<file path="config.mk">
export PLATFORM = sky130hd
export DESIGN_NAME = pipe_fde_regs
export DESIGN_NICKNAME = d
export VERILOG_FILES = /design/src/rtl/pipe_fde_regs.sv
export SDC_FILE = /design/constraint.sdc
export NUM_CORES = 1
export LEC_CHECK = 0
export CAP_MARGIN = 10
export CORE_UTILIZATION = 35
export DETAILED_ROUTE_END_ITERATION = 6
export GPL_TIMING_DRIVEN = 1
export HOLD_SLACK_MARGIN = 0.1
export PLACE_DENSITY_LB_ADDON = 0.25
export SYNTH_ARGS = -nofsm -noshare
export SYNTH_HDL_FRONTEND = slang
export SYNTH_SLANG_ARGS = --single-unit
</file>
<file path="constraint.sdc">
create_clock -name clk -period 5.6 [get_ports clk]
set_input_delay 1.12 -clock clk [delete_from_list [all_inputs] [get_ports clk]]
set_output_delay 1.12 -clock clk [all_outputs]
set_load 0.05 [all_outputs]
</file>
<file path="src/rtl/pipe_fde_regs.sv">
// Fetch/decode/execute pipeline registers driven by hazard control: PC, F/D and D/E
// registers, E-stage operand forwarding, and saturating stall/flush event counters.
module pipe_fde_regs #(
    parameter int PC_W    = 8,
    parameter int INSTR_W = 16,
    parameter int DATA_W  = 16,
    parameter int CNT_W   = 16
) (
    input  logic               clk,
    input  logic               reset_n,
    input  logic               stall_f,
    input  logic               stall_d,
    input  logic               flush_d,
    input  logic               flush_e,
    input  logic               pc_source,
    input  logic [PC_W-1:0]    pc_branch,
    input  logic [INSTR_W-1:0] instr_f,
    output logic [PC_W-1:0]    pc_f,
    output logic [INSTR_W-1:0] instr_d,
    output logic [PC_W-1:0]    pc_plus1_d,
    output logic               valid_d,
    input  logic [2:0]         reg_read_adr1_d,
    input  logic [2:0]         reg_read_adr2_d,
    input  logic [2:0]         reg_write_adr_d,
    input  logic               mem_to_reg_d,
    input  logic               reg_write_d,
    input  logic [DATA_W-1:0]  rd1_d,
    input  logic [DATA_W-1:0]  rd2_d,
    output logic [2:0]         reg_read_adr1_e,
    output logic [2:0]         reg_read_adr2_e,
    output logic [2:0]         reg_write_adr_e,
    output logic               mem_to_reg_e,
    output logic               reg_write_e,
    output logic               valid_e,
    input  logic [1:0]         forward1_e,
    input  logic [1:0]         forward2_e,
    input  logic [DATA_W-1:0]  alu_result_m,
    input  logic [DATA_W-1:0]  result_w,
    output logic [DATA_W-1:0]  src_a_e,
    output logic [DATA_W-1:0]  src_b_e,
    output logic [CNT_W-1:0]   stall_cnt,
    output logic [CNT_W-1:0]   flush_cnt
);

    logic [PC_W-1:0]    pc_q,        pc_d;
    logic [INSTR_W-1:0] fd_instr_q,  fd_instr_d;
    logic [PC_W-1:0]    fd_pc1_q,    fd_pc1_d;
    logic               fd_valid_q,  fd_valid_d;
    logic [2:0]         de_adr1_q,   de_adr1_d;
    logic [2:0]         de_adr2_q,   de_adr2_d;
    logic [2:0]         de_wadr_q,   de_wadr_d;
    logic               de_mtr_q,    de_mtr_d;
    logic               de_rw_q,     de_rw_d;
    logic               de_valid_q,  de_valid_d;
    logic [DATA_W-1:0]  de_rd1_q,    de_rd1_d;
    logic [DATA_W-1:0]  de_rd2_q,    de_rd2_d;
    logic [CNT_W-1:0]   stall_cnt_q, stall_cnt_d;
    logic [CNT_W-1:0]   flush_cnt_q, flush_cnt_d;
    logic [PC_W-1:0]    pc_inc_s;

    assign pc_inc_s = pc_q + PC_W'(1);

    // Next-state for PC, F/D, D/E and counters; a branch beats a stall, a flush beats a stall.
    always_comb begin
        pc_d        = pc_q;
        fd_instr_d  = fd_instr_q;
        fd_pc1_d    = fd_pc1_q;
        fd_valid_d  = fd_valid_q;
        stall_cnt_d = stall_cnt_q;
        flush_cnt_d = flush_cnt_q;

        if (pc_source) begin
            pc_d = pc_branch;
        end else if (!stall_f) begin
            pc_d = pc_inc_s;
        end else begin
            pc_d = pc_q;
        end

        if (flush_d) begin
            fd_instr_d = {INSTR_W{1'b0}};
            fd_pc1_d   = {PC_W{1'b0}};
            fd_valid_d = 1'b0;
        end else if (!stall_d) begin
            fd_instr_d = instr_f;
            fd_pc1_d   = pc_inc_s;
            fd_valid_d = 1'b1;
        end else begin
            fd_valid_d = fd_valid_q;
        end

        // D/E has no hold path: the hazard unit must pair stall_d with flush_e.
        if (flush_e) begin
            de_adr1_d  = 3'd0;
            de_adr2_d  = 3'd0;
            de_wadr_d  = 3'd0;
            de_mtr_d   = 1'b0;
            de_rw_d    = 1'b0;
            de_valid_d = 1'b0;
            de_rd1_d   = {DATA_W{1'b0}};
            de_rd2_d   = {DATA_W{1'b0}};
        end else begin
            de_adr1_d  = reg_read_adr1_d;
            de_adr2_d  = reg_read_adr2_d;
            de_wadr_d  = reg_write_adr_d;
            de_mtr_d   = mem_to_reg_d;
            de_rw_d    = reg_write_d;
            de_valid_d = fd_valid_q;
            de_rd1_d   = rd1_d;
            de_rd2_d   = rd2_d;
        end

        if (stall_d && (stall_cnt_q != {CNT_W{1'b1}})) begin
            stall_cnt_d = stall_cnt_q + CNT_W'(1);
        end else begin
            stall_cnt_d = stall_cnt_q;
        end

        if ((flush_d || flush_e) && (flush_cnt_q != {CNT_W{1'b1}})) begin
            flush_cnt_d = flush_cnt_q + CNT_W'(1);
        end else begin
            flush_cnt_d = flush_cnt_q;
        end
    end

    // Pipeline state registers with asynchronous clear.
    always_ff @(posedge clk or negedge reset_n) begin
        if (!reset_n) begin
            pc_q        <= {PC_W{1'b0}};
            fd_instr_q  <= {INSTR_W{1'b0}};
            fd_pc1_q    <= {PC_W{1'b0}};
            fd_valid_q  <= 1'b0;
            de_adr1_q   <= 3'd0;
            de_adr2_q   <= 3'd0;
            de_wadr_q   <= 3'd0;
            de_mtr_q    <= 1'b0;
            de_rw_q     <= 1'b0;
            de_valid_q  <= 1'b0;
            de_rd1_q    <= {DATA_W{1'b0}};
            de_rd2_q    <= {DATA_W{1'b0}};
            stall_cnt_q <= {CNT_W{1'b0}};
            flush_cnt_q <= {CNT_W{1'b0}};
        end else begin
            pc_q        <= pc_d;
            fd_instr_q  <= fd_instr_d;
            fd_pc1_q    <= fd_pc1_d;
            fd_valid_q  <= fd_valid_d;
            de_adr1_q   <= de_adr1_d;
            de_adr2_q   <= de_adr2_d;
            de_wadr_q   <= de_wadr_d;
            de_mtr_q    <= de_mtr_d;
            de_rw_q     <= de_rw_d;
            de_valid_q  <= de_valid_d;
            de_rd1_q    <= de_rd1_d;
            de_rd2_q    <= de_rd2_d;
            stall_cnt_q <= stall_cnt_d;
            flush_cnt_q <= flush_cnt_d;
        end
    end

    // Operand forwarding; select 3 is reserved and falls back to the register value.
    always_comb begin
        src_a_e = de_rd1_q;
        src_b_e = de_rd2_q;
        case (forward1_e)
            2'd1:    src_a_e = alu_result_m;
            2'd2:    src_a_e = result_w;
            default: src_a_e = de_rd1_q;
        endcase
        case (forward2_e)
            2'd1:    src_b_e = alu_result_m;
            2'd2:    src_b_e = result_w;
            default: src_b_e = de_rd2_q;
        endcase
    end

    assign pc_f            = pc_q;
    assign instr_d         = fd_instr_q;
    assign pc_plus1_d      = fd_pc1_q;
    assign valid_d         = fd_valid_q;
    assign reg_read_adr1_e = de_adr1_q;
    assign reg_read_adr2_e = de_adr2_q;
    assign reg_write_adr_e = de_wadr_q;
    assign mem_to_reg_e    = de_mtr_q;
    assign reg_write_e     = de_rw_q;
    assign valid_e         = de_valid_q;
    assign stall_cnt       = stall_cnt_q;
    assign flush_cnt       = flush_cnt_q;

endmodule

</file>
==> results of run 1 <==
power by group through the flow:
stage / Combinational [mW] / Sequential [mW] / Clock, mW
after CTS: 0.842 / 0.963 / 0.677
after floorplan: 0.267 / 1.20 / 0
final: 0.834 / 0.964 / 0.658
after detailed placement: 0.838 / 0.978 / 0
after global routing: 0.881 / 0.979 / 0.707
after global placement: 0.829 / 0.973 / 0
layer usage:
metal	global-route usage	share of wire	vias to the layer above
li1	-	-	2087
met1	0.2329	0.40	2071
met2	0.3464	0.51	154
met3	0.06180	0.086	14
met4	0.05488	0.012	0
met5	0	0	-
cells in the final DEF (no fill, tap or decap), drive strengths merged, types with 8 or more instances in the layout:
cell / synthesis / final
a22oi: 32 / 32
clkbuf: 22 / 10
clkdlybuf4s50: 0 / 216
dfrtp: 109 / 109
inv: 7 / 8
mux2i: 18 / 18
nand2: 65 / 65
nand3: 9 / 9
nand4: 16 / 16
nor2: 33 / 33
nor2b: 44 / 44
o21ai: 41 / 41
xnor2: 28 / 28
xor2: 12 / 12
registers in the layout (all words and copies together) (netlist names), 8 cells and up:
signal / count
de_rd1_q: 16
pc_plus1_d: 8
de_rd2_q: 16
pc_f: 8
flush_cnt: 16
instr_d: 16
stall_cnt: 16
worst max path at each step:
| stage | start | end | cells after the start |
|---|---|---|---|
| after CTS | forward2_e[0] | src_b_e[10] | 6 |
| after detailed placement | forward2_e[0] | src_b_e[10] | 6 |
| final | forward2_e[0] | src_b_e[10] | 6 |
| after floorplan | forward2_e[0] | src_b_e[0] | 6 |
| after global routing | forward2_e[0] | src_b_e[10] | 6 |
| after global placement | forward2_e[0] | src_b_e[10] | 6 |
cell families (layout without fill, tap and decap cells):
group	Yosys count	after routing	synth area share
AND/OR/NAND/NOR	190	190	0.1901
flip-flops	109	109	0.5404
AO/OA/AOI/OAI	86	86	0.1125
XOR/XNOR	40	40	0.06941
buffers and inverters	35	244	0.02702
multiplexers	21	21	0.04313
adder cells (fa/ha/maj)	7	7	0.01735
other	0	1	0
metrics by stage:
step                      setup WS [ns]  utilization  instances
final                            0.8274       0.5481        878
after global routing             0.6529       0.5479        877
after CTS                        0.8021       0.5479        877
after detailed placement         0.8075       0.5259        861
after global placement           0.8451       0.5259        861
after floorplan                   1.478            -        488
cell type report:
cell class,instances,area share
Sequential cell,109,0.3557
Timing Repair Buffer,220,0.2856
Multi-Input combinational cell,344,0.2848
Clock buffer,10,0.03117
Tap cell,180,0.02937
Clock inverter,6,0.009138
Inverter,8,0.003916
Antenna cell,1,0.0003264
==> impl_metrics.json, run 1 <==
{
  "die_y_um": 122.1,
  "multi_input_area_um2": 2183,
  "rsz0062_at_grt": "false",
  "grt_pass1_wl_um": 22420,
  "clk_pin_slew_ns": 0.07,
  "synth_edf_count": 0,
  "pwr-share-comb": 0.340,
  "power_leakage_nw": 3.197,
  "grt_pass1_vias": 4400,
  "fin_crit_ns": 4.773,
  "tightestPinTransition_ns": 1.077,
  "drive_gt1_frac": 0.04448,
  "dieArea_um2": 14900,
  "cp_common_cell": "clkdlybuf4s50_1",
  "n_fill_cell": 1260,
  "ys_warn_count": 0,
  "numClockSinks": 109,
  "root_buffer": "clkbuf_16",
  "crit_chain": "clkdlybuf4s50_1 -> inv_1 -> ha_1 -> nand2_1 -> o21ai_0 -> clkdlybuf4s50_1",
  "drtAntennaViolNets": 0,
  "clock_skew_ns": 0.004259,
  "synth_common_cells": "109 x dfrtp_1, 65 x nand2_1, 44 x nor2b_1",
  "initial_core_util": 0.3608,
  "seq_area_um2": 2728,
  "vias": 4326,
  "hp-start": "flush_cnt[10]",
  "worstHoldPathCells": 1,
  "grt_overflow_total": 0,
  "track_usage": 0.1981,
  "syn_area_per_cell_um2": 10.34,
  "drc": 0,
  "critPathCaptureType": "output port",
  "detail_route.first_pass.iterations": 4,
  "hpwlAfterDp_um": 10870,
  "yosysSeqAreaShare": 0.5404,
  "p_total_mw": 2.456,
  "routed_via_density": 4.927,
  "cts_resized": 0,
  "place_area_um2": 7356,
  "path_buf_inv": 3,
  "cp_slowest_cell": "clkdlybuf4s50_1",
  "fin_crit_sh": 0.8522,
  "worstSkewPairLatency_ns": 0.35,
  "drv_cap": 0,
  "drv_slew": 0,
  "hold_viol": 0,
  "status": "finished clean",
  "fmax_mhz": 209.5,
  "critical_path.max_stage_delay_ns": 0.85,
  "yosys_most_used_dff": "dfrtp_1",
  "slew_headroom": 0.2799,
  "ys_types": 41,
  "rr_endpoint": "stall_cnt[14]",
  "reg2reg_setup_slack_ns": 3.67,
  "switching_share": 0.3718,
  "drt_iter0_drc": 149,
  "io_pins": 219,
  "finalSetupViolations": 0,
  "ir_drop_uv": 236.4,
  "path_class": "input pin to output port",
  "synthArstFlopShare": 1.000,
  "routed_wl_um": 14670,
  "post_cts_buffers": 0,
  "area_growth_pct": 51.91,
  "synth.ff_latch_count": 109,
  "holdWs_ns": 0.5103,
  "die_x_um": 122.1,
  "synth_area_leaders": "dfrtp_1 54%, nor2b_1 5.5%, xnor2_1 4.9%, nand2_1 4.8%, a22oi_1 4.8%",
  "switching_power_uw": 913.3,
  "cts.path.max_buffers": 2,
  "arrival_ns": 3.65,
  "num_rows": 43,
  "critPathMaxFanout": 32,
  "htreeDepth": 3,
  "portBuffers": 218,
  "wl_per_cell_um": 16.71,
  "required_ns": 4.48,
  "hold_class": "flop to flop",
  "core_area_um2": 13990,
  "postCtsHoldBufs": 0,
  "cts_tree": "done",
  "fin_nets": 809,
  "cts_made_buffers": 9,
  "timing.rr.start": "stall_cnt[0]",
  "grt_max_degree": 57,
  "pwr-share-clk": 0.268,
  "gp_congestion": 0.7969,
  "synth_top_area_cell": "dfrtp_1",
  "tns_ns": 0,
  "syn_area_um2": 5047,
  "start_kind": "input pin",
  "antenna_found_initial": 0,
  "synth.top_cell.area_share": 0.5404,
  "synth_most_common_cell": "dfrtp_1",
  "min_to": "flush_cnt[10]",
  "synthCells": 488,
  "pwr_density_cell_nw_per_um2": 320.4,
  "final_area_um2": 7667,
  "synth_fp_nets": 605,
  "reg2regPathDepth": 5,
  "crit_family": "buffers and inverters",
  "p_int_mw": 1.543,
  "seq_power_share": 0.392
}
Power figures use the tool's default switching activity.
==> run 2, diff against run 1 <==
--- a/config.mk
+++ b/config.mk
@@ -6,11 +6,12 @@
 export NUM_CORES = 1
 export LEC_CHECK = 0
 export CAP_MARGIN = 10
-export CORE_UTILIZATION = 35
+export CORE_UTILIZATION = 46
 export DETAILED_ROUTE_END_ITERATION = 6
 export GPL_TIMING_DRIVEN = 1
 export HOLD_SLACK_MARGIN = 0.1
 export PLACE_DENSITY_LB_ADDON = 0.25
+export RECOVER_POWER = 25
 export SYNTH_ARGS = -nofsm -noshare
 export SYNTH_HDL_FRONTEND = slang
 export SYNTH_SLANG_ARGS = --single-unit
==> impl_metrics.json, run 2 (synthesis results as in run 1) <==
{
  "tightestPinTransition_ns": 3.714,
  "mostFrequentLayoutCells": "216 x clkdlybuf4s50_1, 109 x dfrtp_1, 65 x nand2_1",
  "cp_common_cell": "clkdlybuf4s50_1",
  "die_x_um": 106.8,
  "drc": 0,
  "postCtsHoldBufs": 0,
  "layout.cells.non_filler": 833,
  "rsz0062_at_grt": "false",
  "routed_wl_um": 14210,
  "numClockSinks": 109,
  "pwr_density_cell_nw_per_um2": 306.6,
  "dieArea_um2": 11400,
  "portBuffers": 218,
  "drv_cap": 2,
  "pwr-share-comb": 0.362,
  "slew_headroom": -1.476,
  "critPathCaptureType": "output port",
  "antenna_found_initial": 0,
  "place_area_um2": 7301,
  "vias": 4331,
  "reg2reg_setup_slack_ns": 3.65,
  "io_pins": 219,
  "ir_drop_uv": 407.1,
  "final_area_um2": 7515,
  "switching_share": 0.3808,
  "timing.rr.start": "stall_cnt[0]",
  "num_rows": 37,
  "area_growth_pct": 48.88,
  "arrival_ns": 3.69,
  "reg2regPathDepth": 5,
  "rr_endpoint": "stall_cnt[14]",
  "wl_per_cell_um": 17.06,
  "detail_route.first_pass.iterations": 4,
  "hp-start": "flush_cnt[15]",
  "gp_congestion": 0.8435,
  "switching_power_uw": 877.3,
  "grt_overflow_total": 0,
  "power_leakage_nw": 3.155,
  "cts_tree": "done",
  "critical_path.max_stage_delay_ns": 0.89,
  "hold_class": "flop to flop",
  "final_common_cell": "clkdlybuf4s50_1",
  "p_int_mw": 1.427,
  "drt_iter0_drc": 270,
  "fin_crit_ns": 4.810,
  "routed_via_density": 5.199,
  "fin_crit_sh": 0.8590,
  "clock_skew_ns": 0.007243,
  "cp_slowest_cell": "clkdlybuf4s50_1",
  "cts_resized": 0,
  "drv_slew": 119,
  "htreeDepth": 3,
  "antennaDiodeCount": 0,
  "crit_family": "buffers and inverters",
  "worstHoldPathCells": 1,
  "hpwlAfterDp_um": 10760,
  "grt_max_degree": 72,
  "drtAntennaViolNets": 0,
  "finalSetupViolations": 0,
  "crit_chain": "clkdlybuf4s50_1 -> inv_1 -> ha_1 -> nand2_1 -> o21ai_0 -> clkdlybuf4s50_1",
  "cts_made_buffers": 9,
  "fin_util": 0.7182,
  "grt_pass1_vias": 4304,
  "tns_ns": 0,
  "post_cts_buffers": 0,
  "track_usage": 0.2541,
  "start_kind": "input pin",
  "fmax_mhz": 207.9,
  "min_to": "flush_cnt[15]",
  "seq_power_share": 0.418,
  "root_buffer": "clkbuf_8",
  "pwr-share-clk": 0.220,
  "hold_viol": 0,
  "cts.path.max_buffers": 2,
  "critPathMaxFanout": 32,
  "clk_pin_slew_ns": 0.10,
  "dp.cells": 817,
  "grt_pass1_wl_um": 22040,
  "fin_nets": 809,
  "drive_gt1_frac": 0.04161,
  "n_fill_cell": 801,
  "required_ns": 4.48,
  "worstSkewPairLatency_ns": 0.37,
  "path_buf_inv": 3,
  "status": "complete, but fails checks",
  "initial_core_util": 0.4824,
  "core_area_um2": 10460,
  "die_y_um": 106.8,
  "violations": "capacitance limit, slew limit",
  "path_class": "input pin to output port"
}
## run 2: power groups by stage
stage / registers, mW / logic (mW) / clock network (mW)
floorplan: 1.20 / 0.267 / 0
global placement: 0.972 / 0.824 / 0
detailed placement: 0.977 / 0.835 / 0
CTS: 0.962 / 0.839 / 0.521
global route: 0.978 / 0.878 / 0.547
finish: 0.963 / 0.834 / 0.507
## run 2: worst max path at each step
stage                   from           to  slack, ns  cells after the start
2_1_floorplan  forward2_e[0]   src_b_e[0]       1.48                      6
6_report       forward2_e[0]   src_b_e[8]       0.79                      6
3_5_place_dp   forward2_e[0]  src_b_e[14]       0.73                      5
3_3_place_gp   forward2_e[0]  src_b_e[14]       0.76                      5
5_1_grt        forward2_e[0]   src_b_e[8]       0.60                      6
4_1_cts        forward2_e[0]  src_b_e[14]       0.74                      5
## run 2: final cells by class
class,count,area (µm²),area share
clock buffer,12,165.2,0.02198
clock inverter,4,53.80,0.007160
inverter,8,30.03,0.003996
multi-input combinational,344,2183,0.2905
sequential,109,2728,0.3630
tap,136,170.2,0.02264
timing repair buffer,220,2185,0.2907
## run 2: per-stage QoR
step                total power [mW]  worst slack (ns)  hold WS (ns)
finish                         2.304            0.7896        0.5178
global placement               1.796            0.7603        0.4805
detailed placement             1.812            0.7282        0.5048
CTS                            2.322            0.7439        0.5229
global route                   2.403            0.5997        0.5479
floorplan                      1.471             1.478        0.7559
## run 2: metal layers
layer	global-route usage	wire length, µm
met1	0.2933	5438
met2	0.4479	7254
met3	0.06444	1132
met4	0.1047	385
met5	0	0
==> run 3, diff against run 2 <==
--- a/config.mk
+++ b/config.mk
@@ -15,3 +15,4 @@
 export SYNTH_ARGS = -nofsm -noshare
 export SYNTH_HDL_FRONTEND = slang
 export SYNTH_SLANG_ARGS = --single-unit
+export TNS_END_PERCENT = 1
==> results of run 3 <==
No change in the layout: final DEF, timing and power equal those of run 2.
